**src/rtl/dma_pkg.sv**
```systemverilog
//------------------------------------------------------------------------------
// Module      : dma_pkg
// Description : Shared types and constants for the DMA channel controller.
// Revision    : 1.0
//------------------------------------------------------------------------------
`default_nettype none

package dma_pkg;

    typedef enum logic [2:0] {
        ST_IDLE  = 3'd0,
        ST_REQ   = 3'd1,
        ST_XFER  = 3'd2,
        ST_IOSVC = 3'd3,
        ST_REL   = 3'd4
    } dma_state_t;

    localparam int DESC_W   = 26;
    localparam int OP_MSB   = 25;
    localparam int OP_LSB   = 24;
    localparam int TYPE_MSB = 23;
    localparam int TYPE_LSB = 22;
    localparam int SRC_MSB  = 21;
    localparam int SRC_LSB  = 14;
    localparam int DST_MSB  = 13;
    localparam int DST_LSB  = 6;
    localparam int CNT_MSB  = 5;
    localparam int CNT_LSB  = 0;

    localparam logic [1:0] OP_IO2MEM  = 2'b00;
    localparam logic [1:0] OP_MEM     = 2'b01;
    localparam logic [1:0] TYPE_IO    = 2'b01;
    localparam logic [1:0] TYPE_M2M   = 2'b10;
    localparam logic [1:0] OP_IOSVC   = 2'b11;
    localparam logic [1:0] TYPE_IOSVC = 2'b00;

    localparam logic [7:0] IO1_BASE = 8'd192;
    localparam logic [7:0] IO1_TOP  = 8'd223;
    localparam logic [7:0] IO2_BASE = 8'd224;
    localparam logic [7:0] IO2_TOP  = 8'd255;

    // I/O service word: the destination field carries the landing address.
    function automatic logic [DESC_W-1:0] io_word(input logic [7:0] fe);
        return {OP_IOSVC, TYPE_IOSVC, 8'd0, fe, 6'd0};
    endfunction

endpackage

`default_nettype wire

```
**src/rtl/dma_desc_fifo.sv**
```systemverilog
//------------------------------------------------------------------------------
// Module      : dma_desc_fifo
// Description : Show-ahead synchronous descriptor FIFO.
// Revision    : 1.0
//------------------------------------------------------------------------------
`default_nettype none

module dma_desc_fifo #(
    parameter int DEPTH = 4,
    parameter int WIDTH = 26
) (
    input  logic             clk,
    input  logic             rst,
    input  logic             i_push,
    input  logic [WIDTH-1:0] i_data,
    input  logic             i_pop,
    output logic [WIDTH-1:0] o_data,
    output logic             o_empty,
    output logic             o_full
);

    localparam int AW    = $clog2(DEPTH);
    localparam int CNT_W = AW + 1;

    logic [WIDTH-1:0] r_mem [DEPTH];
    logic [AW-1:0]    r_wptr;
    logic [AW-1:0]    r_rptr;
    logic [CNT_W-1:0] r_count;
    logic             w_do_push;
    logic             w_do_pop;

    assign o_empty   = (r_count == '0);
    assign o_full    = (r_count == CNT_W'(DEPTH));
    assign o_data    = r_mem[r_rptr];
    // A full queue still accepts a write when the head leaves on the same edge.
    assign w_do_push = i_push && (!o_full || i_pop);
    assign w_do_pop  = i_pop && !o_empty;

    always_ff @(posedge clk) begin
        if (w_do_push) begin
            r_mem[r_wptr] <= i_data;
        end
    end

    always_ff @(posedge clk or posedge rst) begin
        if (rst) begin
            r_wptr  <= '0;
            r_rptr  <= '0;
            r_count <= '0;
        end else begin
            if (w_do_push) r_wptr <= r_wptr + AW'(1);
            if (w_do_pop)  r_rptr <= r_rptr + AW'(1);
            case ({w_do_push, w_do_pop})
                2'b10:   r_count <= r_count + CNT_W'(1);
                2'b01:   r_count <= r_count - CNT_W'(1);
                default: r_count <= r_count;
            endcase
        end
    end

endmodule

`default_nettype wire

```
**src/rtl/dma_channel_ctrl.sv**
```systemverilog
//------------------------------------------------------------------------------
// Module      : dma_channel_ctrl
// Description : Descriptor queue, bus arbitration and word sequencing for DMA.
// Revision    : 1.0
//------------------------------------------------------------------------------
`default_nettype none

module dma_channel_ctrl #(
    parameter int         DEPTH   = 4,
    parameter logic [7:0] FE_BASE = 8'd128,
    parameter logic [7:0] FE_TOP  = 8'd191
) (
    input  logic        clock,
    input  logic        reset,
    input  logic        cmd_valid,
    input  logic [25:0] cmd,
    output logic        cmd_ready,
    input  logic        IOIP1,
    input  logic        IOIP2,
    output logic        bus_req,
    input  logic        bus_grant,
    output logic        grant,
    output logic [25:0] instruction,
    output logic [7:0]  next_source,
    output logic [7:0]  next_destination,
    output logic [7:0]  firstempty,
    output logic        busy,
    output logic        done,
    output logic        drop
);

    import dma_pkg::*;

    dma_state_t        r_state;
    logic [19:0]       r_hdr;
    logic [7:0]        r_src;
    logic [7:0]        r_dst;
    logic [5:0]        r_rem;
    logic              r_io_mode;

    logic [DESC_W-1:0] w_head;
    logic              w_empty;
    logic              w_full;
    logic              w_push;
    logic              w_pop;
    logic              w_io_req;
    logic [7:0]        w_fe_next;

    assign cmd_ready = !w_full;
    assign w_push    = cmd_valid && !w_full;
    assign w_pop     = (r_state == ST_IDLE) && !w_empty;
    assign w_io_req  = IOIP1 || IOIP2;
    assign w_fe_next = (firstempty == FE_TOP) ? FE_BASE : firstempty + 8'd1;

    dma_desc_fifo #(
        .DEPTH (DEPTH),
        .WIDTH (DESC_W)
    ) u_fifo (
        .clk     (clock),
        .rst     (reset),
        .i_push  (w_push),
        .i_data  (cmd),
        .i_pop   (w_pop),
        .o_data  (w_head),
        .o_empty (w_empty),
        .o_full  (w_full)
    );

    always_ff @(posedge clock or posedge reset) begin
        if (reset) begin
            r_state          <= ST_IDLE;
            r_hdr            <= '0;
            r_src            <= '0;
            r_dst            <= '0;
            r_rem            <= '0;
            r_io_mode        <= 1'b0;
            bus_req          <= 1'b0;
            grant            <= 1'b0;
            busy             <= 1'b0;
            done             <= 1'b0;
            drop             <= 1'b0;
            instruction      <= '0;
            next_source      <= '0;
            next_destination <= '0;
            firstempty       <= FE_BASE;
        end else begin
            done <= 1'b0;
            drop <= 1'b0;
            unique case (r_state)
                ST_IDLE: begin
                    if (!w_empty) begin
                        if (w_head[CNT_MSB:CNT_LSB] == 6'd0) begin
                            drop <= 1'b1;
                        end else begin
                            r_hdr     <= w_head[OP_MSB:DST_LSB];
                            r_src     <= w_head[SRC_MSB:SRC_LSB];
                            r_dst     <= w_head[DST_MSB:DST_LSB];
                            r_rem     <= w_head[CNT_MSB:CNT_LSB];
                            r_io_mode <= 1'b0;
                            busy      <= 1'b1;
                            r_state   <= ST_REQ;
                        end
                    // An arriving descriptor outranks a simultaneous I/O request.
                    end else if (w_io_req && !w_push) begin
                        r_io_mode <= 1'b1;
                        busy      <= 1'b1;
                        r_state   <= ST_REQ;
                    end
                end
                ST_REQ, ST_XFER, ST_IOSVC: begin
                    bus_req <= 1'b1;
                    if (!bus_grant) begin
                        grant   <= 1'b0;
                        r_state <= ST_REQ;
                    end else if (r_io_mode) begin
                        if (w_io_req) begin
                            grant       <= 1'b1;
                            firstempty  <= w_fe_next;
                            instruction <= io_word(w_fe_next);
                            r_state     <= ST_IOSVC;
                        end else begin
                            grant   <= 1'b0;
                            bus_req <= 1'b0;
                            r_state <= ST_REL;
                        end
                    end else if (r_rem == 6'd0) begin
                        grant   <= 1'b0;
                        bus_req <= 1'b0;
                        done    <= 1'b1;
                        r_state <= ST_REL;
                    end else begin
                        // r_src/r_dst/r_rem always describe the next word to issue.
                        grant            <= 1'b1;
                        instruction      <= {r_hdr, r_rem};
                        next_source      <= r_src;
                        next_destination <= r_dst;
                        r_src            <= r_src + 8'd1;
                        r_dst            <= r_dst + 8'd1;
                        r_rem            <= r_rem - 6'd1;
                        r_state          <= ST_XFER;
                    end
                end
                ST_REL: begin
                    bus_req <= 1'b0;
                    grant   <= 1'b0;
                    busy    <= 1'b0;
                    r_state <= ST_IDLE;
                end
                default: r_state <= ST_IDLE;
            endcase
        end
    end

endmodule

`default_nettype wire
```
**config.mk**
```make
export PLATFORM = sky130hd
export DESIGN_NAME = dma_channel_ctrl
export DESIGN_NICKNAME = d
export VERILOG_FILES = /design/src/rtl/dma_pkg.sv /design/src/rtl/dma_desc_fifo.sv /design/src/rtl/dma_channel_ctrl.sv
export SDC_FILE = /design/constraint.sdc
export NUM_CORES = 1
export LEC_CHECK = 0
export CORE_MARGIN = 2
export CORE_UTILIZATION = 55
export CTS_BUF_LIST = sky130_fd_sc_hd__clkbuf_16
export CTS_CLUSTER_DIAMETER = 60
export DETAILED_ROUTE_END_ITERATION = 7
export PLACE_DENSITY = 0.77
export SYNTH_ARGS = -nofsm -noshare
export SYNTH_HDL_FRONTEND = slang
export SYNTH_HIERARCHICAL = 1
export SYNTH_SLANG_ARGS = --single-unit
export TNS_END_PERCENT = 1
```
**constraint.sdc**
```tcl
create_clock -name clock -period 5.6 [get_ports clock]
set_clock_uncertainty 0.2 [all_clocks]
set_input_delay 1.12 -clock clock [delete_from_list [all_inputs] [get_ports clock]]
set_output_delay 1.12 -clock clock [all_outputs]
set_load 0.01 [all_outputs]
```
# ---- After elaboration in Yosys (flattened, before gate mapping)
# Memories as Yosys holds them, arrays and structs flattened.
# Index checks and enable logic that the tools add are counted.
dict set report op_classes {
  add_sub_neg 8
  n_eq_ne 19
  n_mux 53
  bitwise_logic 4
  n_reduce_logical 27
}
# operator n
set ops {}
lappend ops {{8-bit 2-to-1 mux} 11}
lappend ops {{26-bit 2-to-1 mux} 3}
lappend ops {{8-bit case mux with 2 select lines} 2}
lappend ops {{6-bit 2-to-1 mux} 5}
lappend ops {{8-bit by 1-bit adder with 8-bit output, second input constant} 3}
lappend ops {{3-bit 2-to-1 mux} 7}
lappend ops {{1-bit 2-to-1 mux} 19}
lappend ops {{2-bit != test, second input constant} 7}
lappend ops {{6-bit zero test} 2}
lappend ops {{3-bit case mux with 2 select lines} 2}
lappend ops {{6-bit case mux with 2 select lines} 1}
lappend ops {{4-bit AND reduction} 3}
lappend ops {{3-bit AND reduction} 3}
lappend ops {{8-bit equality test, second input constant} 1}
lappend ops {{2-bit nonzero test} 4}
lappend ops {{3-bit by 2-bit equality test with 1-bit output, second input constant} 2}
lappend ops {{3-bit equality test, second input constant} 2}
lappend ops {{3-bit zero test} 2}
lappend ops {{1-bit case mux with 2 select lines} 3}
lappend ops {{6-bit AND reduction} 1}
lappend ops {{6-bit by 1-bit subtractor with 6-bit output, second input constant} 1}
lappend ops {{1-bit logical AND} 5}
lappend ops {{2-bit by 1-bit adder with 2-bit output, second input constant} 2}
lappend ops {{2-bit by 1-bit != test with 1-bit output, second input constant} 2}
lappend ops {{12 further kinds} 18}
dict set report word_totals {
  ff_bits 108
  ramBits 104
  in_bits 32
  out_inout_bits 56
  mem_count 1
}
# memory depth width read_ports rd_ports_with_merged_regs write_ports line
set mem_list {}
lappend mem_list {u_fifo.r_mem 4 26 1 0 1 dma_desc_fifo.sv:25} ;# logic [WIDTH-1:0] r_mem [DEPTH];

# ---- Logic depth before layout (Yosys ltp)
# Gate-level depths: netlist of run 1.
dict set report depth {
  word_depth 8
  mapped_depth 11
  mapped_depth_nobuf 11
}

# ---- Modules after synthesis
# The synthesis of run 1 kept the hierarchy.
# mod n_inst cells_per_inst area_each_um2 seq_area_each_um2
set modules_own_cells {}
lappend modules_own_cells {dma_channel_ctrl 1 506 4819.6 2528.7}
lappend modules_own_cells {dma_desc_fifo 1 175 4184.0 3298.2}

# ---- Worst setup path after synthesis of run 1
# OpenSTA, ideal clock, no wires.
dict set report synth_timing {
  path_type {flip-flop to flip-flop}
  from {reg u_fifo.r_rptr[0]}
  to {reg r_hdr[0]}
  setup_time_ps 65
  t_arrival_ps 2565
  required_time_ps 5335
  path_slack_ps 2770
  stages_incl_launch_ff 11
  cell_sequence {dfrtp_1 -> buf_4 -> buf_4 -> mux4_2 -> nor4_2 -> a21o_1 -> buf_2 -> buf_2 -> buf_2 -> nand2_1 -> nand2_1}
}
dict set report synth_via {
  elab_chain_len 4
}
# item line
set synth_rtl {}
lappend synth_rtl {{start: declaration} dma_desc_fifo.sv:27} ;# logic [AW-1:0] r_rptr;
lappend synth_rtl {{start signal: assignment} dma_desc_fifo.sv:52} ;# if (w_do_pop) r_rptr <= r_rptr + AW'(1);
lappend synth_rtl {{memory read 4 x 26 bit} n/a}
lappend synth_rtl {{via w_head[4]} dma_channel_ctrl.sv:41} ;# logic [DESC_W-1:0] w_head;
lappend synth_rtl {{6-bit zero test} dma_channel_ctrl.sv:92} ;# if (w_head[CNT_MSB:CNT_LSB] == 6'd0) begin
lappend synth_rtl {{1-bit NOT (no line)} n/a}
lappend synth_rtl {{3-bit AND reduction (no line)} n/a}
lappend synth_rtl {{end signal: assignment} dma_channel_ctrl.sv:95} ;# r_hdr <= w_head[OP_MSB:DST_LSB];
lappend synth_rtl {{end: declaration} dma_channel_ctrl.sv:35} ;# logic [19:0] r_hdr;
# The timed path passes the listed nets, and every way through them passes these cells.
# A chain may end at the register's enable or synchronous reset.

# ---- Final worst setup path of run 1
dict set report layout_timing {
  from {reg u_fifo.r_rptr[0]}
  to {reg r_rem[1]}
}
dict set report layout_via {
  elab_chain_len 4
  word_cells_on_any_way 7
}
# item line
set layout_rtl {}
lappend layout_rtl {{memory read 4 x 26 bit} n/a}
lappend layout_rtl {{via w_head[5]} dma_channel_ctrl.sv:41}
lappend layout_rtl {{6-bit zero test} dma_channel_ctrl.sv:92}
lappend layout_rtl {{2-bit != test (no line)} n/a}
lappend layout_rtl {{6-bit AND reduction (no line)} n/a}
lappend layout_rtl {{end signal: assignment} dma_channel_ctrl.sv:98} ;# r_rem <= w_head[CNT_MSB:CNT_LSB];
lappend layout_rtl {{end signal: assignment} dma_channel_ctrl.sv:139} ;# r_rem <= r_rem - 6'd1;
lappend layout_rtl {{end: declaration} dma_channel_ctrl.sv:38} ;# logic [5:0] r_rem;
# The timed path passes the listed nets, and every way through them passes these cells. The select of a mux whose other input is x is not followed.

==> results of run 1 <==
state kept, by name, summed over array words and instances (netlist names), 6 cells and up:
name and count:
u_fifo/r_mem 104, r_rem 6, firstempty 8, r_hdr 20, r_dst 8, next_destination 8, r_src 8, next_source 8
instruction 26
kinds of logic after synthesis:
logic type,count (synthesis)
and+or+nand+nor,207
adders and majority gates,10
xor gates and xnor gates,14
muxes,36
DFF,212
buffers and inverters,60
AOI/OAI and AO/OA,142
how the worst max path moves through the flow:
stage / endpoint / slack (ns) / cells past startpoint
after floorplan: bus_req / 1.63 / 1
after CTS: r_rem[1] / 1.76 / 7
final: r_rem[1] / 1.82 / 7
after global routing: r_rem[1] / 1.56 / 7
after detailed placement: r_rem[1] / 1.76 / 7
after global placement: r_rem[1] / 1.89 / 7
per-layer routing:
layer  GRT usage  wire [um]  up-vias
met3     0.04075       1431       32
met4     0.06220        349        0
li1            -          -     2662
met2      0.3623       9377      272
met5           0          0        -
met1      0.3239       8433     2964
cells in the final DEF, fill, tap and decap left out, types with 4 or more instances in the layout:
cell type	instances
sky130_fd_sc_hd__nand3_1	10
sky130_fd_sc_hd__o21ai_0	23
sky130_fd_sc_hd__o22a_1	5
sky130_fd_sc_hd__nor2_1	23
sky130_fd_sc_hd__o22ai_1	8
sky130_fd_sc_hd__and2_2	4
sky130_fd_sc_hd__nor3_1	10
sky130_fd_sc_hd__clkinv_2	4
sky130_fd_sc_hd__a21boi_0	12
sky130_fd_sc_hd__mux2_4	4
sky130_fd_sc_hd__o41ai_1	4
sky130_fd_sc_hd__inv_1	26
sky130_fd_sc_hd__a21oi_1	26
sky130_fd_sc_hd__mux4_2	26
sky130_fd_sc_hd__nand4_1	7
sky130_fd_sc_hd__clkdlybuf4s50_1	87
sky130_fd_sc_hd__mux2i_1	4
sky130_fd_sc_hd__xnor2_1	10
sky130_fd_sc_hd__clkbuf_16	25
sky130_fd_sc_hd__xor2_1	4
sky130_fd_sc_hd__a31o_2	12
sky130_fd_sc_hd__nand2_1	132
sky130_fd_sc_hd__a2bb2oi_1	4
sky130_fd_sc_hd__nor2b_1	4
sky130_fd_sc_hd__dfrtp_1	107
sky130_fd_sc_hd__edfxtp_1	104
sky130_fd_sc_hd__buf_4	6
sky130_fd_sc_hd__a31oi_1	11
sky130_fd_sc_hd__a22oi_1	4
sky130_fd_sc_hd__o211ai_1	4
sky130_fd_sc_hd__ha_1	9
power groups by stage:
stage	registers [uW]	logic, uW	clock network, uW
detailed placement	2560	2410	0
global route	2610	2650	1470
global placement	2530	2310	0
floorplan	2490	1630	0
finish	2550	2430	1380
CTS	2540	2430	1400
worst min-delay path: stages, from the launching register on:
cell and delay (ns):
sky130_fd_sc_hd__dfrtp_1 0.34, sky130_fd_sc_hd__nand2_1 0.05, sky130_fd_sc_hd__nand2_1 0.06
final cells by class:
class,instances,area (um2)
sequential,212,5827
fill,1150,5233
multi-input combinational,409,2914
timing repair buffer,93,915.9
clock buffer,25,625.6
tap,216,270.3
inverter,23,88.84
clock inverter,14,68.82
metrics by stage:
stage                     cells  hold WS, ns  setup WS (ns)  cell area [um2]    util
after floorplan             681       0.2379          1.635             9004       -
after global placement      953       0.2570          1.890            10020  0.6282
after detailed placement    953       0.2664          1.760            10020  0.6282
after CTS                   992       0.2811          1.756            10710  0.6718
after global routing        992       0.3019          1.561            10710  0.6718
final                       992       0.2769          1.821            10710  0.6718
==> results.ini, run 1 <==
[routing]
detail_route.wl_per_cell_um = 19.75
route.antenna.remaining_nets = 0
via_count = 5930
initialDrtViolationCount = 499
drtPass1Iterations = 5
drc = 0
routed_via_density = 5.978
route.final.wire_length_um = 19590

[yosys]
ys_dominant_reg_cell = sky130_fd_sc_hd__dfrtp_1
post-synth-top-area-cell = sky130_fd_sc_hd__edfxtp_1
post_synth_mux_area_share = 0.07865
synth-compound-area-share = 0.1148
synth.yosys.seq_area_share = 0.6472
post_synth_instance_area_um2 = 9004
share_of_the_synthesized_area_in_the_top_cell_type = 0.3469
syn_nets = 723
synth_adder_area_share = 0.01473
netlist_top_cells_area = sky130_fd_sc_hd__edfxtp_1, sky130_fd_sc_hd__dfrtp_1, sky130_fd_sc_hd__mux4_2
synth_top_family_by_area = compound AO/OA/AOI/OAI gates
ys_async_sr_fraction = 0.5094
avgSynthCellArea_um2 = 13.22
synth_simple_gate_area_share = 0.1019
ys_seq_elements = 212
synth.lib_cells_used.distinct = 66
synth_enable_flop_cells = 104
ys.warnings.count = 6
postSynthCellCount = 681
yosys-top-cells-count = sky130_fd_sc_hd__nand2_1, sky130_fd_sc_hd__dfrtp_1, sky130_fd_sc_hd__edfxtp_1
post_synth_xor_area_fraction = 0.01362
cell_with_the_most_instances_after_synthesis = sky130_fd_sc_hd__nand2_1

[global_routing]
grt_pass1_vias = 5899
globalRouteTotalUtil = 0.2263
global_route_wire_length_before_repair_um = 31660
globalRouteOverflowTotal = 0
maximum_number_of_pins_on_one_net_before_global_route_repair = 71
antenna_found_initial = 0

[placement]
buffer_ports.inserted = 87
dp_hpwl_um = 13010
routabilityCongestion = 0.9085

[critical_path]
crit_path_start_kind = flip-flop
cpMostUsedCell = sky130_fd_sc_hd__buf_4
worst_setup_path_startpoint = u_fifo/r_rptr[0]
timing.setup.critical_path_class = flip-flop to flip-flop
critical-path-slowest-cell = sky130_fd_sc_hd__dfrtp_1
worst-r2r-setup-slack_ns = 1.82
worst_setup_path_end_kind = flip-flop
r2r_end = r_rem[1]
path_cells = buf_4, mux4_2, nor2_1, a21o_1, buf_4, nand2_1, mux2_2
reg2regPathDepth = 7
timing.critical_path.buf_inv = 2
critical_path.top_delay_family = multiplexers
slowest_delay_ns = 0.87
cp_data_required_time_ns = 5.79
timing.critical_path.arrival_ns = 3.96
regToRegStartpoint = u_fifo/r_rptr[0]
worst-path-max-fanout = 36

[min_path]
worst_hold_path.num_cells = 2
worstHoldPathType = flip-flop to flip-flop
min_delay_worst_endpoint = r_hdr[3]
hold_path_startpoint = r_hdr[3]

[cts]
cts_buffers = 22
cts_max_level = 1
clock_tree_from_tritoncts = built
count_of_buffers_added_by_post_cts_timing_repair_for_setup = 0
cts_resized = 0
clock-sinks = 212
cts_root_buf = sky130_fd_sc_hd__clkbuf_16
path_clk_slew_ns = 0.06
cts.path.max_buffers = 3
ctsHoldBuffers = 0
clk-insertion-delay-late_ns = 0.50

[sta]
post-route-min-period_ns = 3.779
timing.max_slew.rel_slack = 0.3554
fin_tns_setup_ns = 0
max_freq_ghz = 0.2646
hold_violations = 0
pins_over_their_slew_limit = 0
worst_pin_slew_ns = 0.9659
timing.final.setup_violations = 0
rsz_0062_raised_after_global_routing = no
final_min_period_over_clock_period = 0.6748

[final_layout]
antenna_cells = 0
fin_nets = 803
area_growth_syn_to_layout_pct = 18.96
post_route_cells_drive_above_1_share = 0.1276

[pwr]
total_switching_power_uw = 2292
switching_share = 0.3605
design_power_total_uw = 6359
vdd_drop_max_uv = 308.5
seq_power_share = 0.400
comb_power_share = 0.383
p_int_uw = 4066
power_frac_clock = 0.217
pwr_density_cell_nw_per_um2 = 593.7
power_leakage_uw = 0.004236

[status]
status = completed

[die]
core_region_area_um2 = 15940
die_w_um = 131.9
rows = 46
dieArea_um2 = 17410
ios = 88
die_h_um = 131.9
initial_utilization = 0.5647

[run]
max_cap_viol_count = 0

Power figures use the tool's default switching activity.
==> run 2, diff against run 1 <==
- CORE_UTILIZATION: 55 -> 51
- PLACE_DENSITY: 0.77 -> 0.75
- clock period: 5.6 -> 3.4 ns (I/O delays scaled with it)
==> results.ini, run 2 (synthesis gave the netlist of run 1 again) <==
[status]
status = completed

[routing]
initialDrtViolationCount = 412
route.antenna.remaining_nets = 0
drc = 0
drtPass1Iterations = 5
route.final.wire_length_um = 19520
detail_route.wl_per_cell_um = 19.25
via_count = 5970
routed_via_density = 5.888

[pwr]
pwr_density_cell_nw_per_um2 = 975.3
total_switching_power_uw = 3776
switching_share = 0.3581
seq_power_share = 0.398
p_int_uw = 6768
power_frac_clock = 0.212
design_power_total_uw = 10540
comb_power_share = 0.390
vdd_drop_max_uv = 481.8
power_leakage_uw = 0.004262

[sta]
timing.max_slew.rel_slack = 0.3459
rsz_0062_raised_after_global_routing = no
final_min_period_over_clock_period = 0.8944
hold_violations = 0
timing.final.setup_violations = 0
fin_tns_setup_ns = 0
post-route-min-period_ns = 3.041
pins_over_their_slew_limit = 0
worst_pin_slew_ns = 0.9802
max_freq_ghz = 0.3289

[min_path]
worstHoldPathType = input pin to async pin

[final_layout]
antenna_cells = 0
reg.largest.list = u_fifo/r_mem x104, instruction x26, r_hdr x20
post_route_cells_drive_above_1_share = 0.1381
max_reg_flops = 104
multiInputGateArea_um2 = 2914
register_area_um2 = 5827
max_flop_register = u_fifo/r_mem
layout_commonest_cell = sky130_fd_sc_hd__nand2_1
filler_cell_count = 1273
area_growth_syn_to_layout_pct = 20.07
fin_nets = 815
leading_cell_types_in_the_layout_fill_and_taps_excluded = sky130_fd_sc_hd__nand2_1, sky130_fd_sc_hd__dfrtp_1, sky130_fd_sc_hd__edfxtp_1

[critical_path]
crit_path_start_kind = flip-flop
timing.setup.critical_path_class = flip-flop to flip-flop
slowest_delay_ns = 0.56
timing.critical_path.arrival_ns = 3.27
path_cells = buf_4, mux4_2, nor2_1, a21oi_4, nor2_1, buf_4, a221o_1
cp_data_required_time_ns = 3.63
critical-path-slowest-cell = sky130_fd_sc_hd__mux4_2
worst-path-max-fanout = 28
worst_setup_path_end_kind = flip-flop

[cts]
cts.path.max_buffers = 3
cts_buffers = 22
ctsHoldBuffers = 0
count_of_buffers_added_by_post_cts_timing_repair_for_setup = 0
cts_max_level = 1
clk-insertion-delay-late_ns = 0.49
path_clk_slew_ns = 0.06
clock_tree_from_tritoncts = built
cts_root_buf = sky130_fd_sc_hd__clkbuf_16
cts_resized = 0
clock-sinks = 212

[die]
dieArea_um2 = 18730
core_region_area_um2 = 17300
initial_utilization = 0.5205
die_w_um = 136.9
ios = 88
die_h_um = 136.9
rows = 48

[global_routing]
globalRouteOverflowTotal = 0
maximum_number_of_pins_on_one_net_before_global_route_repair = 99
antenna_found_initial = 0
global_route_wire_length_before_repair_um = 31150
globalRouteTotalUtil = 0.2122
grt_pass1_vias = 5857

[placement]
dp_hpwl_um = 13340
routabilityCongestion = 0.8419
buffer_ports.inserted = 87

[run]
max_cap_viol_count = 0

run 2: cell types whose count changed in the layout (fill, tap and decap cells not counted), sizes merged:
cell / change
clkinvlp: +4
inv: -5
bufinv: +1
buf: +12
clkbuf: -2
clkinv: +3
run 2: per-stage QoR:
stage	cells	setup slack, ns	utilization	cell area, um2	hold slack [ns]
after floorplan	681	0.5700	-	9007	0.2379
after global placement	974	0.4207	0.5857	10130	0.2572
after detailed placement	974	0.3508	0.5857	10130	0.2615
after CTS	1014	0.3532	0.6250	10810	0.2498
after global routing	1014	0.1675	0.6250	10810	0.2544
final	1014	0.3591	0.6250	10810	0.2600
run 2: worst paths after layout:
path | startpoint | to | slack (ns) | depth (start not counted)
worst max register to register | u_fifo/r_rptr[0] | r_src[0] | 0.36 | 7
worst max-delay path | u_fifo/r_rptr[0] | r_src[0] | 0.36 | 7
max in group asynchronous | reset | next_destination[3] | 2.02 | 3
min in group clock | r_hdr[3] | r_hdr[3] | 0.27 | 2
worst min register to register | r_hdr[3] | r_hdr[3] | 0.27 | 2
worst min-delay path | reset | r_hdr[15] | 0.26 | 2
run 2: area by class of cell:
cell class,instances,share of cell area
tap,225,0.02604
inverter,23,0.008333
sequential,212,0.5390
clock inverter,17,0.009606
multi-input combinational,409,0.2696
clock buffer,23,0.05324
timing repair buffer,105,0.09421
run 2: power by group through the flow:
stage | logic, uW | clock network (uW) | registers [uW]
2_1_floorplan | 2680 | 0 | 4100
3_3_place_gp | 3930 | 0 | 4190
3_5_place_dp | 4080 | 0 | 4240
4_1_cts | 4120 | 2270 | 4190
5_1_grt | 4470 | 2380 | 4290
6_report | 4110 | 2230 | 4200
run 2: layer usage:
metal | wire, um | vias to the layer above | GRT usage
met5 | 0 | - | 0
met4 | 386 | 0 | 0.06186
met3 | 1458 | 36 | 0.03889
met2 | 9032 | 254 | 0.3261
met1 | 8641 | 2988 | 0.3131
li1 | - | 2692 | -
run 2: critical path: cells and delay by family (launching register included):
family                 cells  cell delay [ns]
multiplexers               1             0.56
AO/OA/AOI/OAI              2             0.44
buffers and inverters      2             0.58
AND/OR/NAND/NOR            2             0.66
flip-flops                 1             0.54
